File: src/rtl/sp_req_queue_if.sv
// Handshake bundle for sp_req_queue: producer push side, consumer pop side
// and the queue status. The master modport is the requester/scratchpad
// side, the slave modport is the queue itself.
// Optional macro SP_REQ_FLUSH_EN adds push_spec, commit and flush.
interface sp_req_queue_if #(
  parameter int DEPTH  = 4,
  parameter int ADDR_W = 32,
  parameter int MAT_W  = 4
);
  localparam int ENTRY_W = 2 + MAT_W + ADDR_W;
  localparam int CNT_W   = $clog2(DEPTH) + 1;

  logic               push;
  logic [1:0]         push_type;
  logic [MAT_W-1:0]   push_rd;
  logic [ADDR_W-1:0]  push_payload;
  logic               full;
  logic               pop;
  logic               valid;
  logic [ENTRY_W-1:0] head;
  logic [CNT_W-1:0]   count;
`ifdef SP_REQ_FLUSH_EN
  logic               push_spec;
  logic               commit;
  logic               flush;

  modport master (
    output push, push_type, push_rd, push_payload, pop, push_spec, commit, flush,
    input  full, valid, head, count
  );
  modport slave (
    input  push, push_type, push_rd, push_payload, pop, push_spec, commit, flush,
    output full, valid, head, count
  );
`else
  modport master (
    output push, push_type, push_rd, push_payload, pop,
    input  full, valid, head, count
  );
  modport slave (
    input  push, push_type, push_rd, push_payload, pop,
    output full, valid, head, count
  );
`endif
endinterface

File: src/rtl/sp_req_queue.sv
// Scratchpad request queue: a DEPTH-entry FIFO of load/store/gemm requests
// with per-type outstanding counters fed by the consumer's pops and drained
// by completion pulses, plus a sticky protocol-error flag.
// Optional macro SP_REQ_FLUSH_EN adds speculative entries (a contiguous block
// at the tail) that can be committed or flushed.
module sp_req_queue #(
  parameter int DEPTH  = 4,
  parameter int ADDR_W = 32,
  parameter int MAT_W  = 4,
  parameter int OUT_W  = 3
) (
  input  logic             CLK,
  input  logic             nRST,
  sp_req_queue_if.slave    q,
  input  logic             load_complete,
  input  logic             store_complete,
  input  logic             gemm_complete,
  output logic [OUT_W-1:0] out_load,
  output logic [OUT_W-1:0] out_store,
  output logic [OUT_W-1:0] out_gemm,
  output logic             busy,
  output logic             err
);
  localparam int ENTRY_W = 2 + MAT_W + ADDR_W;
  localparam int PTR_W   = $clog2(DEPTH);
  localparam int CNT_W   = PTR_W + 1;

  typedef enum logic [1:0] {
    TYPE_ILLEGAL = 2'b00,
    TYPE_LOAD    = 2'b01,
    TYPE_STORE   = 2'b10,
    TYPE_GEMM    = 2'b11
  } req_type_e;

  logic [ENTRY_W-1:0] mem_q [DEPTH];
  logic [PTR_W-1:0]   rd_ptr_q, rd_ptr_d;
  logic [PTR_W-1:0]   wr_ptr_q, wr_ptr_d;
  logic [CNT_W-1:0]   cnt_q, cnt_d;
  logic [OUT_W-1:0]   out_q [3];
  logic [OUT_W-1:0]   out_d [3];
  logic               err_q, err_d;

  logic [ENTRY_W-1:0] head_entry;
  req_type_e          head_type;
  logic [2:0]         cmp;
  logic               not_empty, is_full;
  logic               pop_stall, pop_ok, push_ok;
  logic               inc, dec;
`ifdef SP_REQ_FLUSH_EN
  logic [DEPTH-1:0]   spec_q, spec_d;
  logic [CNT_W-1:0]   spec_cnt;
`endif

  assign cmp = {gemm_complete, store_complete, load_complete};

  // Next-state: accept/reject decisions, pointers, occupancy, counters, error.
  // NOTE: every signal gets a default before any branch so no latch is inferred.
  always_comb begin
    head_entry = mem_q[rd_ptr_q];
    head_type  = req_type_e'(head_entry[ENTRY_W-1 -: 2]);
    not_empty  = (cnt_q != '0);
    is_full    = (cnt_q == CNT_W'(DEPTH));
    err_d      = err_q;

    // Hold the head while its type's counter is saturated.
    pop_stall = 1'b0;
    for (int t = 0; t < 3; t++) begin
      if (head_type == req_type_e'(2'(t + 1)) && out_q[t] == '1) pop_stall = 1'b1;
    end
`ifdef SP_REQ_FLUSH_EN
    if (spec_q[rd_ptr_q]) pop_stall = 1'b1;
`endif
    pop_ok = q.pop && not_empty && !pop_stall;

    // Fullness uses the pre-edge count, so a same-cycle pop never frees space.
    push_ok = q.push && !is_full && (q.push_type != TYPE_ILLEGAL);
    if (q.push && (is_full || q.push_type == TYPE_ILLEGAL)) err_d = 1'b1;

`ifdef SP_REQ_FLUSH_EN
    spec_cnt = '0;
    for (int i = 0; i < DEPTH; i++) spec_cnt = spec_cnt + CNT_W'(spec_q[i]);
    if (q.flush) begin
      push_ok = 1'b0;
    end else if (push_ok && !q.push_spec && spec_cnt != '0) begin
      push_ok = 1'b0;
      err_d   = 1'b1;
    end
`endif

    rd_ptr_d = rd_ptr_q + PTR_W'(pop_ok);
    wr_ptr_d = wr_ptr_q + PTR_W'(push_ok);
    cnt_d    = cnt_q + CNT_W'(push_ok) - CNT_W'(pop_ok);

`ifdef SP_REQ_FLUSH_EN
    // Speculative entries sit at the tail, so a flush just rewinds the write side.
    spec_d = spec_q;
    if (q.flush) begin
      wr_ptr_d = wr_ptr_q - PTR_W'(spec_cnt);
      cnt_d    = cnt_q - spec_cnt - CNT_W'(pop_ok);
    end
    if (q.flush || q.commit) spec_d = '0;
    if (push_ok) spec_d[wr_ptr_q] = q.push_spec;
`endif

    // Outstanding counters: pop increments, completion decrements.
    for (int t = 0; t < 3; t++) begin
      inc = pop_ok && (head_type == req_type_e'(2'(t + 1)));
      dec = cmp[t] && (out_q[t] != '0);
      if (cmp[t] && out_q[t] == '0) err_d = 1'b1;
      out_d[t] = out_q[t] + OUT_W'(inc) - OUT_W'(dec);
    end
  end

  // Control state register with asynchronous clear.
  // NOTE: sequential state uses non-blocking assignments only.
  always_ff @(posedge CLK or negedge nRST) begin
    if (!nRST) begin
      rd_ptr_q <= '0;
      wr_ptr_q <= '0;
      cnt_q    <= '0;
      err_q    <= 1'b0;
      for (int t = 0; t < 3; t++) out_q[t] <= '0;
`ifdef SP_REQ_FLUSH_EN
      spec_q   <= '0;
`endif
    end else begin
      rd_ptr_q <= rd_ptr_d;
      wr_ptr_q <= wr_ptr_d;
      cnt_q    <= cnt_d;
      err_q    <= err_d;
      for (int t = 0; t < 3; t++) out_q[t] <= out_d[t];
`ifdef SP_REQ_FLUSH_EN
      spec_q   <= spec_d;
`endif
    end
  end

  // Entry storage write port.
  // NOTE: the payload array is not reset; head is masked by valid instead.
  always_ff @(posedge CLK) begin
    if (push_ok) mem_q[wr_ptr_q] <= {q.push_type, q.push_rd, q.push_payload};
  end

  assign q.valid   = not_empty;
  assign q.full    = is_full;
  assign q.count   = cnt_q;
  assign q.head    = not_empty ? head_entry : '0;
  assign out_load  = out_q[0];
  assign out_store = out_q[1];
  assign out_gemm  = out_q[2];
  assign busy      = not_empty || (out_q[0] != '0) || (out_q[1] != '0) || (out_q[2] != '0);
  assign err       = err_q;

endmodule

File: src/flat_wrapper.sv
// flat-port wrapper written by rule: the top's interface ports become plain ports
module sp_req_queue_flat 
#(
  parameter int DEPTH  = 4,
  parameter int ADDR_W = 32,
  parameter int MAT_W  = 4,
  parameter int OUT_W  = 3
)
  (CLK, nRST, load_complete, store_complete, gemm_complete, out_load, out_store, out_gemm, busy, err, q_push, q_push_type, q_push_rd, q_push_payload, q_pop, q_full, q_valid, q_head, q_count);
  sp_req_queue_if #(.DEPTH(DEPTH), .ADDR_W(ADDR_W), .MAT_W(MAT_W)) q_i ();
  input  logic CLK;
  input  logic nRST;
  input  logic load_complete;
  input  logic store_complete;
  input  logic gemm_complete;
  output logic [OUT_W-1:0] out_load;
  output logic [OUT_W-1:0] out_store;
  output logic [OUT_W-1:0] out_gemm;
  output logic busy;
  output logic err;
  input wire logic [$bits(q_i.push)-1:0] q_push;
  input wire logic [$bits(q_i.push_type)-1:0] q_push_type;
  input wire logic [$bits(q_i.push_rd)-1:0] q_push_rd;
  input wire logic [$bits(q_i.push_payload)-1:0] q_push_payload;
  input wire logic [$bits(q_i.pop)-1:0] q_pop;
  output wire logic [$bits(q_i.full)-1:0] q_full;
  output wire logic [$bits(q_i.valid)-1:0] q_valid;
  output wire logic [$bits(q_i.head)-1:0] q_head;
  output wire logic [$bits(q_i.count)-1:0] q_count;
  assign q_i.push = q_push;
  assign q_i.push_type = q_push_type;
  assign q_i.push_rd = q_push_rd;
  assign q_i.push_payload = q_push_payload;
  assign q_i.pop = q_pop;
  assign q_full = q_i.full;
  assign q_valid = q_i.valid;
  assign q_head = q_i.head;
  assign q_count = q_i.count;
  sp_req_queue #(.DEPTH(DEPTH), .ADDR_W(ADDR_W), .MAT_W(MAT_W), .OUT_W(OUT_W)) u_core (.CLK(CLK), .nRST(nRST), .q(q_i), .load_complete(load_complete), .store_complete(store_complete), .gemm_complete(gemm_complete), .out_load(out_load), .out_store(out_store), .out_gemm(out_gemm), .busy(busy), .err(err));
endmodule
File: config.mk
export PLATFORM = sky130hd
export DESIGN_NAME = sp_req_queue_flat
export DESIGN_NICKNAME = d
export VERILOG_FILES = /design/src/rtl/sp_req_queue_if.sv /design/src/rtl/sp_req_queue.sv /design/src/flat_wrapper.sv
export SDC_FILE = /design/constraint.sdc
export NUM_CORES = 1
export LEC_CHECK = 0
export CAP_MARGIN = 30
export CORE_MARGIN = 2
export CORE_UTILIZATION = 50
export CTS_CLUSTER_DIAMETER = 40
export DETAILED_ROUTE_END_ITERATION = 10
export PLACE_DENSITY = 0.73
export SLEW_MARGIN = 40
export SYNTH_ARGS = -nofsm -noshare
export SYNTH_HDL_FRONTEND = slang
export SYNTH_SLANG_ARGS = --single-unit
File: constraint.sdc
create_clock -name CLK -period 4.7 [get_ports CLK]
set_clock_uncertainty 0.1 [all_clocks]
set_input_delay 0.94 -clock CLK [delete_from_list [all_inputs] [get_ports CLK]]
set_output_delay 0.94 -clock CLK [all_outputs]
set_load 0.005 [all_outputs]
After elaboration in Yosys (flattened, before gate mapping) --
Memory sizes are Yosys's and may differ from the RTL's. Cells that the tools add are included.
Storage, ports and cells: latch bits 0, word-level logic and storage cells 68, bits in writable memories 152, output and inout bits 54, bits in read-only memories 0, bits of input ports 45, memories kept 1, flip-flop bits (word level) 17
Memory list:
- u_core.mem_q | words 4, width 38, rd ports 1, clocked after Yosys merged registers in 0, write ports 1, line sp_req_queue.sv:35 | logic [ENTRY_W-1:0] mem_q [DEPTH];
Cells by class: $mul 0, div/mod/pow operators 0, bitwise operators 0, shift operators 0, reduce and logical (&&, ||, !) cells 33, multiplexer cells 10, order comparisons 0, $add $sub $neg 10, equality and inequality tests 7
Operators with widths (count):
- 2-to-1 mux 38 bit | 1
- logical AND 1 bit | 17
- adder 3 x 1 -> 3 bit | 4
- equality test 3 bit (second input constant) | 4
- nonzero test 3 bit | 4
- subtractor 3 x 1 -> 3 bit | 4
- logical NOT 3 bit | 3
- 2-to-1 mux 1 bit | 9
- adder 2 x 1 -> 2 bit | 2
- equality test 2 bit (second input constant) | 2
- logical OR 1 bit | 4
- nonzero test 4 bit | 1
- equality test 2 x 1 -> 1 bit (second input constant) | 1
- logical NOT 1 bit | 2
- logical NOT 2 bit | 1
- nonzero test 2 bit | 1

Logic depth before layout (Yosys ltp) --
Gate-level depths: netlist of run 1. An unclocked memory read counts as a cell.
depth after elaboration 11, mapped depth 10, mapped depth without buffers 9

Worst setup path after synthesis of run 1 --
OpenSTA, ideal clock, no wires.
kind input-to-reg, start input q_push_type[1], end memory u_core.mem_q[1][0] (netlist name), enable pin, setup slack 101 ps, setup time 489 ps, cell stages on the path 3, data required time 4111 ps, arrival time 4011 ps, buffers on the path 0, path through or2_2 > nand3_1 > nor3b_1
On the way: word-level cells in the longest chain between the ends 4
RTL lines:
- from (decl) | line flat_wrapper.sv:22 | input wire logic [$bits(q_i.push_type)-1:0] q_push_type;
- nonzero test 2 bit | line sp_req_queue.sv:76 | push_ok = q.push && !is_full && (q.push_type != TYPE_ILLEGAL);
- logical AND 1 bit | line sp_req_queue.sv:76
- 2-to-1 mux 1 bit | line sp_req_queue.sv:141 | if (push_ok) mem_q[wr_ptr_q] <= {q.push_type, q.push_rd, q.push_payload};
- 2-to-1 mux 1 bit (implied by the code) | line sp_req_queue.sv:141
- to (decl) | line sp_req_queue.sv:35
Every way passes these cells.

Worst setup path in the final report of run 1 --
start register u_core.rd_ptr_q[0], end output q_head[19]
On the way: word-level cells in the longest chain between the ends 2
RTL lines:
- from (decl) | line sp_req_queue.sv:36 | logic [PTR_W-1:0] rd_ptr_q, rd_ptr_d;
- from (signal assigned) | line sp_req_queue.sv:127 | rd_ptr_q <= rd_ptr_d;
- memory read (4 x 38 bit)
- 2-to-1 mux 38 bit | line sp_req_queue.sv:147 | assign q.head = not_empty ? head_entry : '0;
- to (decl) | line flat_wrapper.sv:28 | output wire logic [$bits(q_i.head)-1:0] q_head;
Every way passes these cells.

==> impl_metrics.tcl, run 1 <==
set metrics [dict create \
    fin_setup_tns_ns 0 \
    gp_congestion 0.7290 \
    die_h_um 120.0 \
    synthArstFlopShare_pct 10.06 \
    drt_first_iter_violations 176 \
    drive_gt1_share_pct 17.00 \
    cts.path.max_buffers 2 \
    cts_resized 0 \
    cts_tree "built" \
    cts-hold-fix-buffers 0 \
    end_kind "output port" \
    synthTopCellsByArea "edfxtp_1 68%, mux4_2 13%, dfrtp_1 6.3%" \
    vias_per_cell 5.362 \
    status "complete, no violations" \
    cp_max_fo 25 \
    p_leak_nw 2.894 \
    grt_max_degree 43 \
    crit_arrival_ns 2.62 \
    n_fill_cell 929 \
    areaGrowthSynthToFinish_pct 25.66 \
    yosys_register_bits 169 \
    synth-edff-count 152 \
    vias 3373 \
    ys_top_cells_by_count "152 x edfxtp_1, 38 x and2_1, 38 x mux4_2, 18 x inv_1, 17 x dfrtp_1" \
    yosysTopAreaCellShare_pct 67.87 \
    io_buffers 98 \
    layout.cells.non_filler 629 \
    fin_nets 503 \
    grt_pass1_vias 3612 \
    htreeDepth 4 \
    hold_path.class "primary input to asynchronous set/reset pin" \
    die_x_um 120.0 \
    ioPinCount 99 \
    cts_made_buffers 17 \
    clock-root-buffer "clkbuf_16" \
    maxSlewViolCount 0 \
    slew_headroom_pct 53.27 \
    finalSetupViolCount 0 \
    ir_drop_mv 0.3074 \
    max_freq_mhz 273.3 \
    drv_cap 0 \
    antenna_found_initial 0 \
    syn_nets 391 \
    start_util_pct 50.99 \
    core_area_um2 13190 \
    fin_ws_ns 1.041 \
    rsz0062_at_grt "false" \
    path_class "flop to output port" \
    die_area_um2 14390 \
    antenna_left 0 \
    hold_viol_final 0 \
    ys.flop_type "edfxtp_1" \
    dp.cells 601 \
    fp-row-count 42 \
    yosysTopAreaCell "edfxtp_1" \
    finalCriticalPeriod_ns 3.659 \
    ys_seq_area_share_pct 74.20 \
    wl_per_cell_um 19.48 \
    grt_pass1_wl_um 19330 \
    wirelength_um 12250 \
    dpl.hpwl_um 7486 \
    place_ws_ns 1.386 \
    ys_warn_count 0 \
    yosysMostFrequentCell "edfxtp_1" \
    path_clk_slew_ns 0.06 \
    overflow 0 \
    pwr_density_cell_nw_per_um2 629.8 \
    diodes 0 \
    worst_hold_slack_ns 0.3434 \
    syn_avg_cell_area_um2 20.26 \
    post-route-period-util_pct 77.84 \
    drc_errors 0 \
    post_cts_buffers 0 \
    drt_pass1_iterations 4 \
    design_power_total_w 0.005322 \
    syn-cell-area_um2 6725 \
    worstSetupStartpointType "flop" \
    grt_use_total_pct 18.36 \
    worst_slew_pin_slew_ns 0.7010 \
    yosysUniqueCellTypes 29 \
    cts_sinks 169 \
    cp.required_ns 3.66 \
    clkLatencyLatePin_ns 0.42 \
    postSynthCellCount 332 \
]
==> layer usage <==
| metal | global-route usage [%] | vias to the layer above | part of all wire [%] |
|---|---|---|---|
| met5 | 0 | - | 0 |
| met2 | 29.94 | 111 | 50 |
| met1 | 23.53 | 1735 | 42 |
| met3 | 5.323 | 14 | 6.1 |
| li1 | - | 1513 | - |
| met4 | 6.912 | 0 | 1.5 |
==> worst paths after layout <==
| kind | endpoint | from | cells past startpoint | slack, ns |
|---|---|---|---|---|
| worst max register to register | u_core.q.count[2] | u_core.rd_ptr_q[0] | 9 | 1.49 |
| worst min-delay path | u_core.out_gemm[1] | nRST | 1 | 0.34 |
| max in group asynchronous | u_core.rd_ptr_q[0] | nRST | 1 | 3.85 |
| min in group CLK | u_core.err | u_core.err | 2 | 0.38 |
| worst max-delay path | q_head[19] | u_core.rd_ptr_q[0] | 4 | 1.04 |
| worst min register to register | u_core.err | u_core.err | 2 | 0.38 |
==> sequential cells by signal (all words and copies together) (netlist names) <==
name	flops
u_core.out_gemm	3
u_core.out_load	3
u_core.wr_ptr_q	2
u_core.err	1
u_core.mem_q	152
u_core.q.count	3
u_core.out_store	3
u_core.rd_ptr_q	2
==> stage by stage <==
stage	cell area (um^2)	util, %
floorplan	6725	-
global route	8451	64.07
global placement	7934	60.15
finish	8451	64.07
CTS	8456	64.11
detailed placement	7934	60.15
==> critical path, stage by stage (launching register included) <==
cell             delay, ns
dfrtp_2               0.71
buf_12                0.30
mux4_2                0.52
and2_1                0.19
clkdlybuf4s50_1       0.47
==> cells by family after synthesis <==
| kind of cell | synth area share (%) |
|---|---|
| flops | 74.20 |
| simple gates | 5.954 |
| mux | 12.87 |
| buf+inv | 2.251 |
| fa+ha+maj | 3.051 |
| xor+xnor | 1.302 |
| compound gates | 0.3720 |
==> cell type report <==
class	count	area (um^2)	share of cell area, %
flip-flops and latches	169	4992	59.08
repair buffers	106	1049	12.41
multi-input cells	132	1600	18.94
well taps	176	220.2	2.606
clock buffers	22	444.2	5.256
inverters	18	67.56	0.7995
clock inverters	6	77.57	0.9180
==> layout by cell type, fill, tap and decap left out, drive strengths merged <==
cell / n
a211oi: 1
a21oi: 1
a22oi: 1
and2: 38
and3: 1
and4bb: 1
buf: 9
bufinv: 2
clkbuf: 22
clkdlybuf4s50: 97
clkinv: 4
dfrtp: 17
edfxtp: 152
fa: 4
ha: 10
inv: 18
mux2i: 1
mux4: 38
nand2: 2
nand3: 6
nand4b: 1
nor2: 2
nor2b: 3
nor3: 4
nor3b: 4
o21ai: 1
or2: 1
or3: 1
or3b: 1
xnor2: 6
xor2: 4
==> power breakdown <==
group          switching, W  internal [W]
clock network      0.000500      0.000763
logic              0.000736       0.00116
registers          0.000212       0.00195
total               0.00145       0.00387
No activity file was read; power rests on OpenSTA's default activity.
==> inputs of run 2 (changes only) <==
Clock period 4.7 ns to 3.5 ns, I/O delays scaled along.
==> impl_metrics.tcl, run 2 (same netlist as run 1, synthesis figures left out) <==
set metrics [dict create \
    status "complete, no violations" \
    end_kind "output port" \
    wirelength_um 12420 \
    clkLatencyLatePin_ns 0.41 \
    cp.required_ns 2.70 \
    maxSlewViolCount 0 \
    placed_area_um2 7956 \
    top_register "u_core.mem_q" \
    crit_start "u_core.rd_ptr_q[0]" \
    die_area_um2 14390 \
    cts_resized 0 \
    post_cts_buffers 0 \
    largest_reg_flops 152 \
    diodes 0 \
    path_clk_slew_ns 0.06 \
    die_h_um 120.0 \
    hold_viol_final 0 \
    drc_errors 0 \
    antenna_left 0 \
    drt_first_iter_violations 250 \
    worstSetupStartpointType "flop" \
    clock-root-buffer "clkbuf_16" \
    cts-hold-fix-buffers 0 \
    overflow 0 \
    cpMaxStageDelayCell "mux4_2" \
    io_buffers 98 \
    fin_ws_ns 0.2426 \
    path_class "flop to output port" \
    areaGrowthSynthToFinish_pct 26.64 \
    max_freq_mhz 307.0 \
    cpPeakStageDelay_ns 0.58 \
    crit_arrival_ns 2.46 \
    start_util_pct 50.99 \
    slew_headroom_pct 61.11 \
    final_cell_mix "152 x edfxtp_1, 97 x clkdlybuf4s50_1, 38 x mux4_2, 38 x and2_1, 18 x inv_1" \
    post-route-period-util_pct 93.07 \
    worst_slew_pin_slew_ns 0.5834 \
    finalSetupViolCount 0 \
    die_x_um 120.0 \
    hold_path.class "primary input to asynchronous set/reset pin" \
    place_ws_ns 0.5680 \
    htreeDepth 4 \
    vias_per_cell 5.380 \
    cts_made_buffers 17 \
    p_leak_nw 2.926 \
    fp-row-count 42 \
    cts_tree "built" \
    ioPinCount 99 \
    drv_cap 0 \
    grt_max_degree 38 \
    design_power_total_w 0.007270 \
    grt_use_total_pct 18.61 \
    fin_area_um2 8517 \
    fin_util_pct 64.57 \
    antenna_found_initial 0 \
    drt_pass1_iterations 4 \
    cts.path.max_buffers 2 \
    core_area_um2 13190 \
    n_fill_cell 901 \
    rsz0062_at_grt "false" \
    path_cells "buf_4, mux4_2, and2_1, clkdlybuf4s50_1" \
    final_common_cell "edfxtp_1" \
    drive_gt1_share_pct 18.56 \
    gp_congestion 0.7437 \
    grt_pass1_wl_um 19680 \
    dpl.hpwl_um 7604 \
    wl_per_cell_um 19.59 \
    timing.rr.start "u_core.rd_ptr_q[0]" \
    fin_setup_tns_ns 0 \
    fin_nets 506 \
    grt_pass1_vias 3682 \
    pwr_density_cell_nw_per_um2 853.6 \
    vias 3411 \
    cts_sinks 169 \
    ir_drop_mv 0.3957 \
    cp_max_fo 23 \
    finalCriticalPeriod_ns 3.257 \
]
==> run 2: metrics by stage <==
stage,cells,hold WS [ns]
final,634,0.1108
after global routing,634,0.1311
after CTS,634,0.3832
after detailed placement,604,0.3685
after global placement,604,0.3571
after floorplan,332,0.3044
==> run 2: path summary, 6_finish.rpt <==
kind | to | slack (ns) | cells past startpoint
min | u_core.wr_ptr_q[0] | 0.11 | 1
min in group CLK | u_core.err | 0.38 | 2
max in group asynchronous | u_core.rd_ptr_q[0] | 2.87 | 1
min reg2reg | u_core.err | 0.38 | 2
max reg2reg | u_core.q.count[2] | 0.71 | 9
max | q_head[17] | 0.24 | 4
==> run 2: layer usage <==
| metal | up-vias | wire, um | GRT usage, % |
|---|---|---|---|
| li1 | 1524 | - | - |
| met1 | 1765 | 5184 | 23.33 |
| met2 | 110 | 6405 | 31.00 |
| met3 | 12 | 655 | 5.466 |
| met4 | 0 | 175 | 6.691 |
| met5 | - | 0 | 0 |
==> run 2: where the power goes <==
group,total [W],switching (W),internal [W]
Clock,0.00181,0.000703,0.00111
Combinational,0.00266,0.00110,0.00156
Sequential,0.00280,0.000180,0.00262
Total,0.00727,0.00198,0.00529
==> run 2: worst max-delay path: cells and delay by family, from the launching register on <==
family | cells | cell delay, ns
buf+inv | 2 | 0.86
flops | 1 | 0.40
mux | 1 | 0.58
simple gates | 1 | 0.18
==> run 2: final cells by class <==
cell class / instances / area, um^2 / share of cell area, %
Multi-Input combinational cell: 132 / 1600 / 18.79
Tap cell: 176 / 220.2 / 2.586
Timing Repair Buffer: 109 / 1071 / 12.58
Clock inverter: 10 / 128.9 / 1.513
Inverter: 18 / 67.56 / 0.7933
Sequential cell: 169 / 4992 / 58.62
Clock buffer: 20 / 436.7 / 5.127
==> inputs of run 3 (changes only) <==
Settings changed: CAP_MARGIN 30 to unset.
==> results of run 3 <==
Same layout as run 2: the final DEF is identical, and so are final timing and power.
